### config.mk
export PLATFORM = sky130hd
export DESIGN_NAME = ofm_requant
export DESIGN_NICKNAME = d
export VERILOG_FILES = /design/src/rtl/ofm_requant_pkg.sv /design/src/rtl/ofm_requant_pipe.sv /design/src/rtl/ofm_requant.sv
export SDC_FILE = /design/constraint.sdc
export NUM_CORES = 2
export LEC_CHECK = 0
export ABC_AREA = 1
export ABC_CLOCK_PERIOD_IN_PS = 7240
export BUFFER_PORTS_ARGS = -buffer_cell sky130_fd_sc_hd__buf_4
export CAP_MARGIN = 30
export CORE_AREA = 8 8 461 463
export DETAILED_ROUTE_END_ITERATION = 7
export DIE_AREA = 0 0 469 471
export PLACE_DENSITY = 0.6
export RECOVER_POWER = 100
export SLEW_MARGIN = 40
export SYNTH_ARGS = -nofsm -noshare
export SYNTH_HDL_FRONTEND = slang
export SYNTH_SLANG_ARGS = --single-unit
### constraint.sdc
create_clock -name clk -period 7.24 [get_ports clk]
set_input_delay 0.724 -clock clk [delete_from_list [all_inputs] [get_ports clk]]
set_output_delay 0.724 -clock clk [all_outputs]
set_load 0.05 [all_outputs]
### src/rtl/ofm_requant_pkg.sv
// Shared types, constants and width helpers for the output requantizer.
package ofm_requant_pkg;

    localparam int KERNEL_NUM_DEF       = 2;
    localparam int FETCH_KERNEL_NUM_DEF = 8;
    localparam int OC                   = KERNEL_NUM_DEF * FETCH_KERNEL_NUM_DEF;
    localparam int OC_W                 = $clog2(OC);

    // Full-precision product of a saturated 32-bit word and a 16-bit multiplier.
    typedef logic signed [47:0] prod_t;

    localparam int INT8_MAX = 127;
    localparam int INT8_MIN = -128;

    // Collapse a 33-bit signed sum back into signed 32-bit range.
    function automatic logic signed [31:0] sat32(input logic signed [32:0] x);
        if (x[32] != x[31]) begin
            return x[32] ? 32'sh8000_0000 : 32'sh7FFF_FFFF;
        end
        return x[31:0];
    endfunction

endpackage

### src/rtl/ofm_requant_pipe.sv
// Three-stage requant datapath: bias add, multiply, round/ReLU/clamp.
// All stages move together on a single advance so a stalled output freezes
// the whole pipe and nothing is dropped.
module requant_pipe
    import ofm_requant_pkg::*;
#(
    parameter int MULT_W = 16
) (
    input  logic                     clk,
    input  logic                     rst_n,
    input  logic                     in_valid_i,
    input  logic signed [31:0]       acc_i,
    input  logic signed [31:0]       bias_i,
    input  logic signed [MULT_W-1:0] mult_i,
    input  logic        [4:0]        shift_i,
    input  logic                     relu_i,
    input  logic                     ofm_ready_i,
    output logic                     adv_o,
    output logic                     empty_o,
    output logic        [7:0]        ofm_o,
    output logic                     ofm_valid_o,
    output logic                     sat_o
);

    localparam logic signed [48:0] R_MAX = 49'(INT8_MAX);
    localparam logic signed [48:0] R_MIN = 49'(INT8_MIN);

    logic                     v1_q, v2_q, v3_q;
    logic signed [31:0]       b_q;
    logic signed [MULT_W-1:0] m1_q;
    logic        [4:0]        sh1_q, sh2_q;
    logic                     relu1_q, relu2_q;
    prod_t                    p_q;
    logic        [7:0]        ofm_q;
    logic                     sat_q;

    logic signed [32:0]       sum;
    logic signed [31:0]       b_d;
    prod_t                    p_d;
    logic signed [48:0]       p_ext, rnd, r;
    logic        [7:0]        y_d;
    logic                     sat_d;

    assign adv_o       = !v3_q || ofm_ready_i;
    assign empty_o     = !(v1_q || v2_q || v3_q);
    assign ofm_o       = ofm_q;
    assign ofm_valid_o = v3_q;
    assign sat_o       = sat_q;

    // Stage arithmetic: saturating bias add, signed product, round-half-up shift then clamp.
    always_comb begin
        sum   = {acc_i[31], acc_i} + {bias_i[31], bias_i};
        b_d   = sat32(sum);
        p_d   = prod_t'(b_q) * prod_t'(m1_q);
        p_ext = 49'(p_q);
        rnd   = p_ext;
        if (sh2_q != 5'd0) begin
            rnd = p_ext + (49'sd1 <<< (sh2_q - 5'd1));
        end
        r = rnd >>> sh2_q;
        if (relu2_q && r[48]) begin
            r = '0;
        end
        sat_d = 1'b0;
        y_d   = r[7:0];
        if (r > R_MAX) begin
            y_d   = 8'(INT8_MAX);
            sat_d = 1'b1;
        end else if (r < R_MIN) begin
            y_d   = 8'(INT8_MIN);
            sat_d = 1'b1;
        end
    end

    // Pipeline registers, all gated by the shared advance.
    always_ff @(posedge clk or negedge rst_n) begin
        if (!rst_n) begin
            v1_q    <= 1'b0;
            v2_q    <= 1'b0;
            v3_q    <= 1'b0;
            b_q     <= '0;
            m1_q    <= '0;
            sh1_q   <= '0;
            sh2_q   <= '0;
            relu1_q <= 1'b0;
            relu2_q <= 1'b0;
            p_q     <= '0;
            ofm_q   <= '0;
            sat_q   <= 1'b0;
        end else if (adv_o) begin
            v1_q    <= in_valid_i;
            b_q     <= b_d;
            m1_q    <= mult_i;
            sh1_q   <= shift_i;
            relu1_q <= relu_i;
            v2_q    <= v1_q;
            p_q     <= p_d;
            sh2_q   <= sh1_q;
            relu2_q <= relu1_q;
            v3_q    <= v2_q;
            ofm_q   <= y_d;
            sat_q   <= sat_d;
        end
    end

endmodule

### src/rtl/ofm_requant.sv
// Output requantizer top: frame FSM, channel walk, per-channel config and saturation count.
//
//   state   | meaning
//   --------+-----------------------------------------------------
//   IDLE    | waiting for start; config writes accepted
//   RUN     | accepting accumulator words until cnt reaches 0
//   DRAIN   | input closed, waiting for the pipe to empty
module ofm_requant
    import ofm_requant_pkg::*;
#(
    parameter int KERNEL_NUM       = KERNEL_NUM_DEF,
    parameter int PE_COLS          = 8,
    parameter int FETCH_KERNEL_NUM = FETCH_KERNEL_NUM_DEF,
    parameter int MULT_W           = 16,
    parameter int LEN_W            = 16
) (
    input  logic                                              clk,
    input  logic                                              rst_n,
    input  logic                                              cfg_we,
    input  logic [$clog2(KERNEL_NUM*FETCH_KERNEL_NUM)-1:0]    cfg_addr,
    input  logic [31:0]                                       cfg_bias,
    input  logic [MULT_W-1:0]                                 cfg_mult,
    input  logic [4:0]                                        cfg_shift,
    input  logic                                              relu_en,
    input  logic                                              start,
    input  logic [LEN_W-1:0]                                  frame_len,
    input  logic [31:0]                                       acc_in,
    input  logic                                              acc_valid,
    output logic                                              acc_ready,
    output logic [7:0]                                        ofm,
    output logic                                              ofm_valid,
    input  logic                                              ofm_ready,
    output logic                                              busy,
    output logic                                              done,
    output logic [15:0]                                       sat_cnt
);

    localparam int OC_L  = KERNEL_NUM * FETCH_KERNEL_NUM;
    localparam int CH_W  = $clog2(OC_L);
    localparam int G     = PE_COLS * KERNEL_NUM;
    localparam int WIG_W = $clog2(G);

    localparam logic [1:0] S_IDLE  = 2'd0;
    localparam logic [1:0] S_RUN   = 2'd1;
    localparam logic [1:0] S_DRAIN = 2'd2;

    logic [1:0]        state_q, state_d;
    logic [LEN_W-1:0]  cnt_q, cnt_d;
    logic [CH_W-1:0]   ch_base_q, ch_base_d;
    logic [WIG_W-1:0]  wig_q, wig_d;
    logic              relu_q, relu_d;
    logic              done_q, done_d;
    logic [15:0]       sat_cnt_q;

    logic signed [31:0]       bias_q  [OC_L];
    logic signed [MULT_W-1:0] mult_q  [OC_L];
    logic        [4:0]        shift_q [OC_L];

    logic              adv, pipe_empty, accept, sat_flag;
    logic [CH_W-1:0]   ch;
    logic [CH_W:0]     base_sum;

    assign acc_ready = adv && (state_q == S_RUN);
    assign accept    = acc_valid && acc_ready;
    assign busy      = (state_q != S_IDLE);
    assign done      = done_q;
    assign sat_cnt   = sat_cnt_q;

    // Channel of the current word: group base plus which PE column block it falls in.
    always_comb begin
        ch       = ch_base_q + CH_W'(32'(wig_q) / PE_COLS);
        base_sum = {1'b0, ch_base_q} + (CH_W+1)'(KERNEL_NUM);
    end

    // Frame FSM; counters move only on an accepted word.
    always_comb begin
        state_d   = state_q;
        cnt_d     = cnt_q;
        ch_base_d = ch_base_q;
        wig_d     = wig_q;
        relu_d    = relu_q;
        done_d    = 1'b0;
        case (state_q)
            S_IDLE: begin
                if (start) begin
                    relu_d = relu_en;
                    if (frame_len == '0) begin
                        done_d = 1'b1;
                    end else begin
                        state_d   = S_RUN;
                        cnt_d     = frame_len;
                        ch_base_d = '0;
                        wig_d     = '0;
                    end
                end
            end
            S_RUN: begin
                if (accept) begin
                    cnt_d = cnt_q - LEN_W'(1);
                    if (wig_q == WIG_W'(G - 1)) begin
                        wig_d = '0;
                        if (base_sum >= (CH_W+1)'(OC_L)) begin
                            ch_base_d = CH_W'(base_sum - (CH_W+1)'(OC_L));
                        end else begin
                            ch_base_d = base_sum[CH_W-1:0];
                        end
                    end else begin
                        wig_d = wig_q + WIG_W'(1);
                    end
                    if (cnt_q == LEN_W'(1)) begin
                        state_d = S_DRAIN;
                    end
                end
            end
            S_DRAIN: begin
                if (pipe_empty) begin
                    state_d = S_IDLE;
                    done_d  = 1'b1;
                end
            end
            default: state_d = S_IDLE;
        endcase
    end

    // FSM and frame counter registers.
    always_ff @(posedge clk or negedge rst_n) begin
        if (!rst_n) begin
            state_q   <= S_IDLE;
            cnt_q     <= '0;
            ch_base_q <= '0;
            wig_q     <= '0;
            relu_q    <= 1'b0;
            done_q    <= 1'b0;
        end else begin
            state_q   <= state_d;
            cnt_q     <= cnt_d;
            ch_base_q <= ch_base_d;
            wig_q     <= wig_d;
            relu_q    <= relu_d;
            done_q    <= done_d;
        end
    end

    // Per-channel config; writes outside IDLE are dropped so a frame sees stable values.
    always_ff @(posedge clk or negedge rst_n) begin
        if (!rst_n) begin
            for (int i = 0; i < OC_L; i++) begin
                bias_q[i]  <= '0;
                mult_q[i]  <= '0;
                shift_q[i] <= '0;
            end
        end else if (cfg_we && (state_q == S_IDLE)) begin
            bias_q[cfg_addr]  <= cfg_bias;
            mult_q[cfg_addr]  <= cfg_mult;
            shift_q[cfg_addr] <= cfg_shift;
        end
    end

    // Saturation count, counted once per delivered byte and cleared on start.
    always_ff @(posedge clk or negedge rst_n) begin
        if (!rst_n) begin
            sat_cnt_q <= '0;
        end else if ((state_q == S_IDLE) && start) begin
            sat_cnt_q <= '0;
        end else if (ofm_valid && ofm_ready && sat_flag && (sat_cnt_q != 16'hFFFF)) begin
            sat_cnt_q <= sat_cnt_q + 16'd1;
        end
    end

    requant_pipe #(
        .MULT_W (MULT_W)
    ) u_pipe (
        .clk         (clk),
        .rst_n       (rst_n),
        .in_valid_i  (accept),
        .acc_i       (acc_in),
        .bias_i      (bias_q[ch]),
        .mult_i      (mult_q[ch]),
        .shift_i     (shift_q[ch]),
        .relu_i      (relu_q),
        .ofm_ready_i (ofm_ready),
        .adv_o       (adv),
        .empty_o     (pipe_empty),
        .ofm_o       (ofm),
        .ofm_valid_o (ofm_valid),
        .sat_o       (sat_flag)
    );

endmodule

Word-level counts from Yosys, hierarchy flattened --
Cells that the tools add are included.
Cells by class: add/subtract/negate cells 9, multiply operators 1, magnitude comparators 6, eq/ne operators 12, shift operators 2, multiplexer cells 53, bitwise operators 2, reductions and logical operators 23
Operator list (number):
- $bwmux W512 | 1
- $bwmux W256 | 1
- $mux W32 | 6
- $bmux W32 S4 | 1
- $demux W32 S4 | 1
- $mux W16 | 8
- $mux W49 | 2
- $bwmux W80 | 1
- $bmux W16 S4 | 1
- $demux W16 S4 | 1
- $add A48 B49 Y49 | 1
- $gt A49 B8 Y1 const B | 1
- $lt A49 B8 Y1 const B | 1
- $sshl A2 B5 Y49 const A | 1
- $sshr A49 B5 Y49 | 1
- $mul A32 B16 Y48 | 1
- $add A32 B32 Y33 | 1
- $pmux W16 S2 | 1
- $mux W4 | 7
- $bmux W5 S4 | 1
- $demux W5 S4 | 1
- $add A16 B1 Y16 const B | 1
- $eq A16 B1 Y1 const B | 1
- $logic_not A16 Y1 | 1
- other kinds (32) | 65
Storage, ports and cells: register bits 1012, output and inout port bits 28

Depth between registers and ports, before layout --
depth after elaboration 10, depth in mapped cells 47, mapped depth without buffers 45

Modules after synthesis --
A second synthesis with hierarchy kept.
Unflattened totals: cells, all modules 9452, area total of the unflattened synthesis 71902.7 um^2
Modules (own cells, without submodules):
- ofm_requant | times used 1, cells an instance 4911, area an instance 40388.7 um^2
- requant_pipe | times used 1, cells an instance 4541, area an instance 31514.0 um^2

Least setup slack after synthesis --
OpenSTA, ideal clock, no wires.
path kind reg2reg, from register u_pipe.b_q[10], to register u_pipe.p_q[47], library setup time 129 ps, data arrival time 6032 ps, path slack 1079 ps, stages on the path, launching flop included 29, cells stage by stage dfrtp_1 clkbuf_1 clkbuf_1 nand2_1 fa_1 inv_1 fa_1 inv_1 fa_1 fa_1 inv_1 fa_1 inv_1 fa_1 inv_1 ha_1 nand2_1 inv_1 a21boi_1 o21ai_1 a21boi_0 o21ai_1 a21oi_1 inv_1 a21o_1 a21oi_1 o21ai_1 xor2_1 o21ai_1
Between the ends: word-level cells in the longest chain between the ends 1
RTL lines:
- start: declaration | line ofm_requant_pipe.sv:29 | logic signed [31:0] b_q;
- start signal: assignment | line ofm_requant_pipe.sv:81 | b_q <= '0;
- start signal: assignment | line ofm_requant_pipe.sv:92 | b_q <= b_d;
- $mul A32 B16 Y48 | line ofm_requant_pipe.sv:54 | p_d = prod_t'(b_q) * prod_t'(m1_q);
- end signal: assignment | line ofm_requant_pipe.sv:97 | p_q <= p_d;
- end: declaration | line ofm_requant_pipe.sv:33 | prod_t p_q;
No other way between the ends. A chain may end at the register's enable or synchronous reset.

Final worst setup path --
from register u_pipe.b_q[3], to register u_pipe.p_q[47]
The elaborated chain is that of the path after synthesis.

==> Implementation_results.wiki <==
{| class="wikitable"
! Metric !! Value
|-
| I/O pin count || 140
|-
| Row Count || 167
|-
| Area of the mapped netlist || 71,300 um^2
|-
| Clock latency at the later pin of the worst-skew pair || 0.78 ns
|-
| Number of flops mapped to enable cells by yosys || 0
|-
| Crit Path Class || flop to flop
|-
| Net count after synthesis || 10,100
|-
| Clock Path Buffers || 3
|-
| Grt ovf || 0
|-
| Seq/Total Area, Yosys || 35.5%
|-
| Clock tree from TritonCTS || built
|-
| TritonRoute pass-1 iters || 6
|-
| Worst Path Arrival || 7.45 ns
|-
| Total track usage || 21.4%
|-
| Most prevalent standard cell on the critical path || fa_1
|-
| Layout cell share with drive strength beyond 1 || 6.56%
|-
| Cts bufs inserted || 115
|-
| DIE AREA || 221,000 um^2
|-
| Worst setup skew after layout || 0.113 ns
|-
| Count of distinct cell types in the synthesized netlist || 66
|-
| Minimum clock period || 6.85 ns
|-
| Violations in the final reports || capacitance limit, slew limit
|-
| Final cycle utilization of the critical path || 94.6%
|-
| Gpl congestion || 0.948
|-
| Max Fclk || 146 MHz
|-
| Sinks on the clock net || 1,011
|-
| Die W || 469 um
|-
| Area taken by multi-input logic gates || 39,200 um^2
|-
| Leading cell types in the layout, fill and taps excluded || 2,536 x nand2_1, 1,143 x o21ai_0, 1,098 x inv_1
|-
| IO buf count || 139
|-
| Synthesized area divided by synthesized cell count || 7.68 um^2
|-
| Vertical extent of the die || 471 um
|-
| Max-Slew Margin vs Limit || -231%
|-
| CP Capture Type || flop
|-
| Final setup violation count || 0
|-
| Maximum number of pins on one net before global-route repair || 140
|-
| Total via count after detailed routing || 62,500
|-
| Seq cells post-synth || 1,011
|-
| Total number of H-tree levels || 3
|-
| Slew @ Worst Pin || 4.96 ns
|-
| Hold Crit Class || input port to flop
|-
| Final Hold Vio Count || 0
|-
| Crit path setup slack, layout || 0.395 ns
|-
| Setup Total Neg Slack || 0 ns
|-
| Core Area || 206,000 um^2
|-
| Area Overhead vs Synth || 9.51%
|-
| Sequential Area || 25,300 um^2
|-
| Primary flip-flop cell chosen by synthesis mapping || dfrtp_1
|-
| Wire length of the first global-routing pass || 373 mm
|-
| Dpl hpwl || 168 mm
|-
| Most common cell after layout, fill and taps aside || nand2_1
|-
| Initial antenna violation count || 16
|-
| Drt first-iter violations || 5,455
|-
| Slowest cell delay on critical path || 0.88 ns
|-
| Worst slack at placement || 0.410 ns
|-
| Number of warning messages in the yosys log || 0
|-
| Post-synthesis instance total || 9,274
|-
| FILL cells || 21,400
|-
| Clock transition at the register clock pins on the worst setup and hold paths after CTS || 0.06 ns
|-
| CP max stage cell || dfrtp_1
|-
| Detailed-route wire length per cell || 20.4 um
|-
| Post-detailed-route DRC marker count || 0
|-
| Slew Viols, Final || 1,838
|-
| Clk Tree Root Cell || clkbuf_16
|-
| Setup repair after global routing missed its margin || no
|-
| Initial Utilization || 34.7%
|-
| Data required, critical path || 7.84 ns
|-
| Wire length after detailed routing || 241 mm
|-
| DRT antenna net count || 0
|-
| Number of max-capacitance violations reported || 33
|-
| Via count of the first global-routing pass || 61,500
|-
| Post-synth ARST share || 100%
|-
| Run status || complete, but fails checks
|-
| Net total in the final layout || 9,826
|-
| Largest fanout on the critical path || 17
|-
| Type of origin of the critical path || flop
|-
| Drt via density || 5.28
|}
## flip-flops by register name (all words and copies together), names as in the netlist, 4 cells and up
name          count
u_pipe.m1_q      16
u_pipe.p_q       48
bias_q          512
u_pipe.b_q       32
wig_q             4
shift_q          80
u_pipe.sh1_q      5
sat_cnt          16
cnt_q            16
u_pipe.ofm_o      8
mult_q          256
u_pipe.sh2_q      5
## worst paths after layout
kind | startpoint | cells past startpoint | slack, ns | endpoint
hold / removal | relu_en | 3 | 0.27 | relu_q
setup / recovery | u_pipe.b_q[3] | 26 | 0.39 | u_pipe.p_q[47]
setup reg to reg | u_pipe.b_q[3] | 26 | 0.39 | u_pipe.p_q[47]
min in group asynchronous | rst_n | 2 | 0.88 | bias_q[87]
max in group asynchronous | rst_n | 5 | 1.05 | u_pipe.b_q[4]
hold reg to reg | u_pipe.ofm_o[6] | 2 | 0.48 | u_pipe.ofm_o[6]
## synth_stat cells (30+ instances only)
library cell	count	area share, %
ha_1	183	3.2
o21ai_0	1136	8.0
xnor2_1	31	0.38
a31oi_1	52	0.46
clkbuf_1	554	2.9
nor2_1	506	2.7
buf_2	35	0.25
nand3_1	577	4.1
a221oi_1	111	1.4
xor2_1	39	0.48
or2_2	57	0.50
o22ai_1	48	0.42
nand2_2	30	0.26
nand2_1	2536	13
inv_1	1100	5.8
fa_1	488	14
dfrtp_1	1011	36
o221ai_1	42	0.52
a21oi_1	417	2.9
## kinds of logic (layout without fill, tap and decap cells)
| group | Yosys count | in the layout | synth area share (%) |
|---|---|---|---|
| AND/OR/NAND/NOR | 3840 | 3840 | 22.2 |
| AO/OA/AOI/OAI | 1923 | 1923 | 15.0 |
| buffers and inverters | 1759 | 1621 | 9.51 |
| flip-flops | 1011 | 1011 | 35.5 |
| adder cells (fa/ha/maj) | 671 | 671 | 16.9 |
| XOR/XNOR | 70 | 70 | 0.860 |
| other | 0 | 1 | 0 |
## routing by layer
metal,vias up,routed length [um],GRT usage (%)
met3,444,14700,3.22
met4,18,9050,7.34
met1,30700,105000,28.9
met2,2073,113000,35.1
li1,29200,-,-
met5,-,123,0
## stage by stage
stage,hold WS [ns],instances,util [%],cell area [um^2]
5_1_grt,0.268,11800,38.0,78000
4_1_cts,0.219,11800,38.2,78600
3_5_place_dp,0.467,11600,36.4,74800
6_report,0.270,11800,38.0,78000
3_3_place_gp,0.460,11600,36.3,74500
2_1_floorplan,0.428,9274,-,71300
## layout make-up
type,instances,area share (%)
inverter,1118,5.41
multi-input combinational,6504,50.2
timing repair buffer,293,2.78
tap,2704,4.34
antenna,1,0.00321
clock inverter,45,0.532
sequential,1011,32.4
clock buffer,165,4.26
## critical path: cells and delay by family (launching register included)
kind | cells | cell delay, ns
XOR/XNOR | 1 | 0.15
AND/OR/NAND/NOR | 4 | 0.43
adder cells (fa/ha/maj) | 7 | 2.94
flip-flops | 1 | 0.88
AO/OA/AOI/OAI | 10 | 1.99
buffers and inverters | 4 | 0.26
## repair_timing
action	4_1_cts	5_1_grt
hold buffers	1	0
endpoints found under the setup margin	0	2
gates resized for setup	0	1
hold endpoints to repair	37	0
setup buffers	0	0
Power is left out: the tool's default activity adds up to more than one toggle a clock period on the data nets, which glitch-free logic cannot reach.
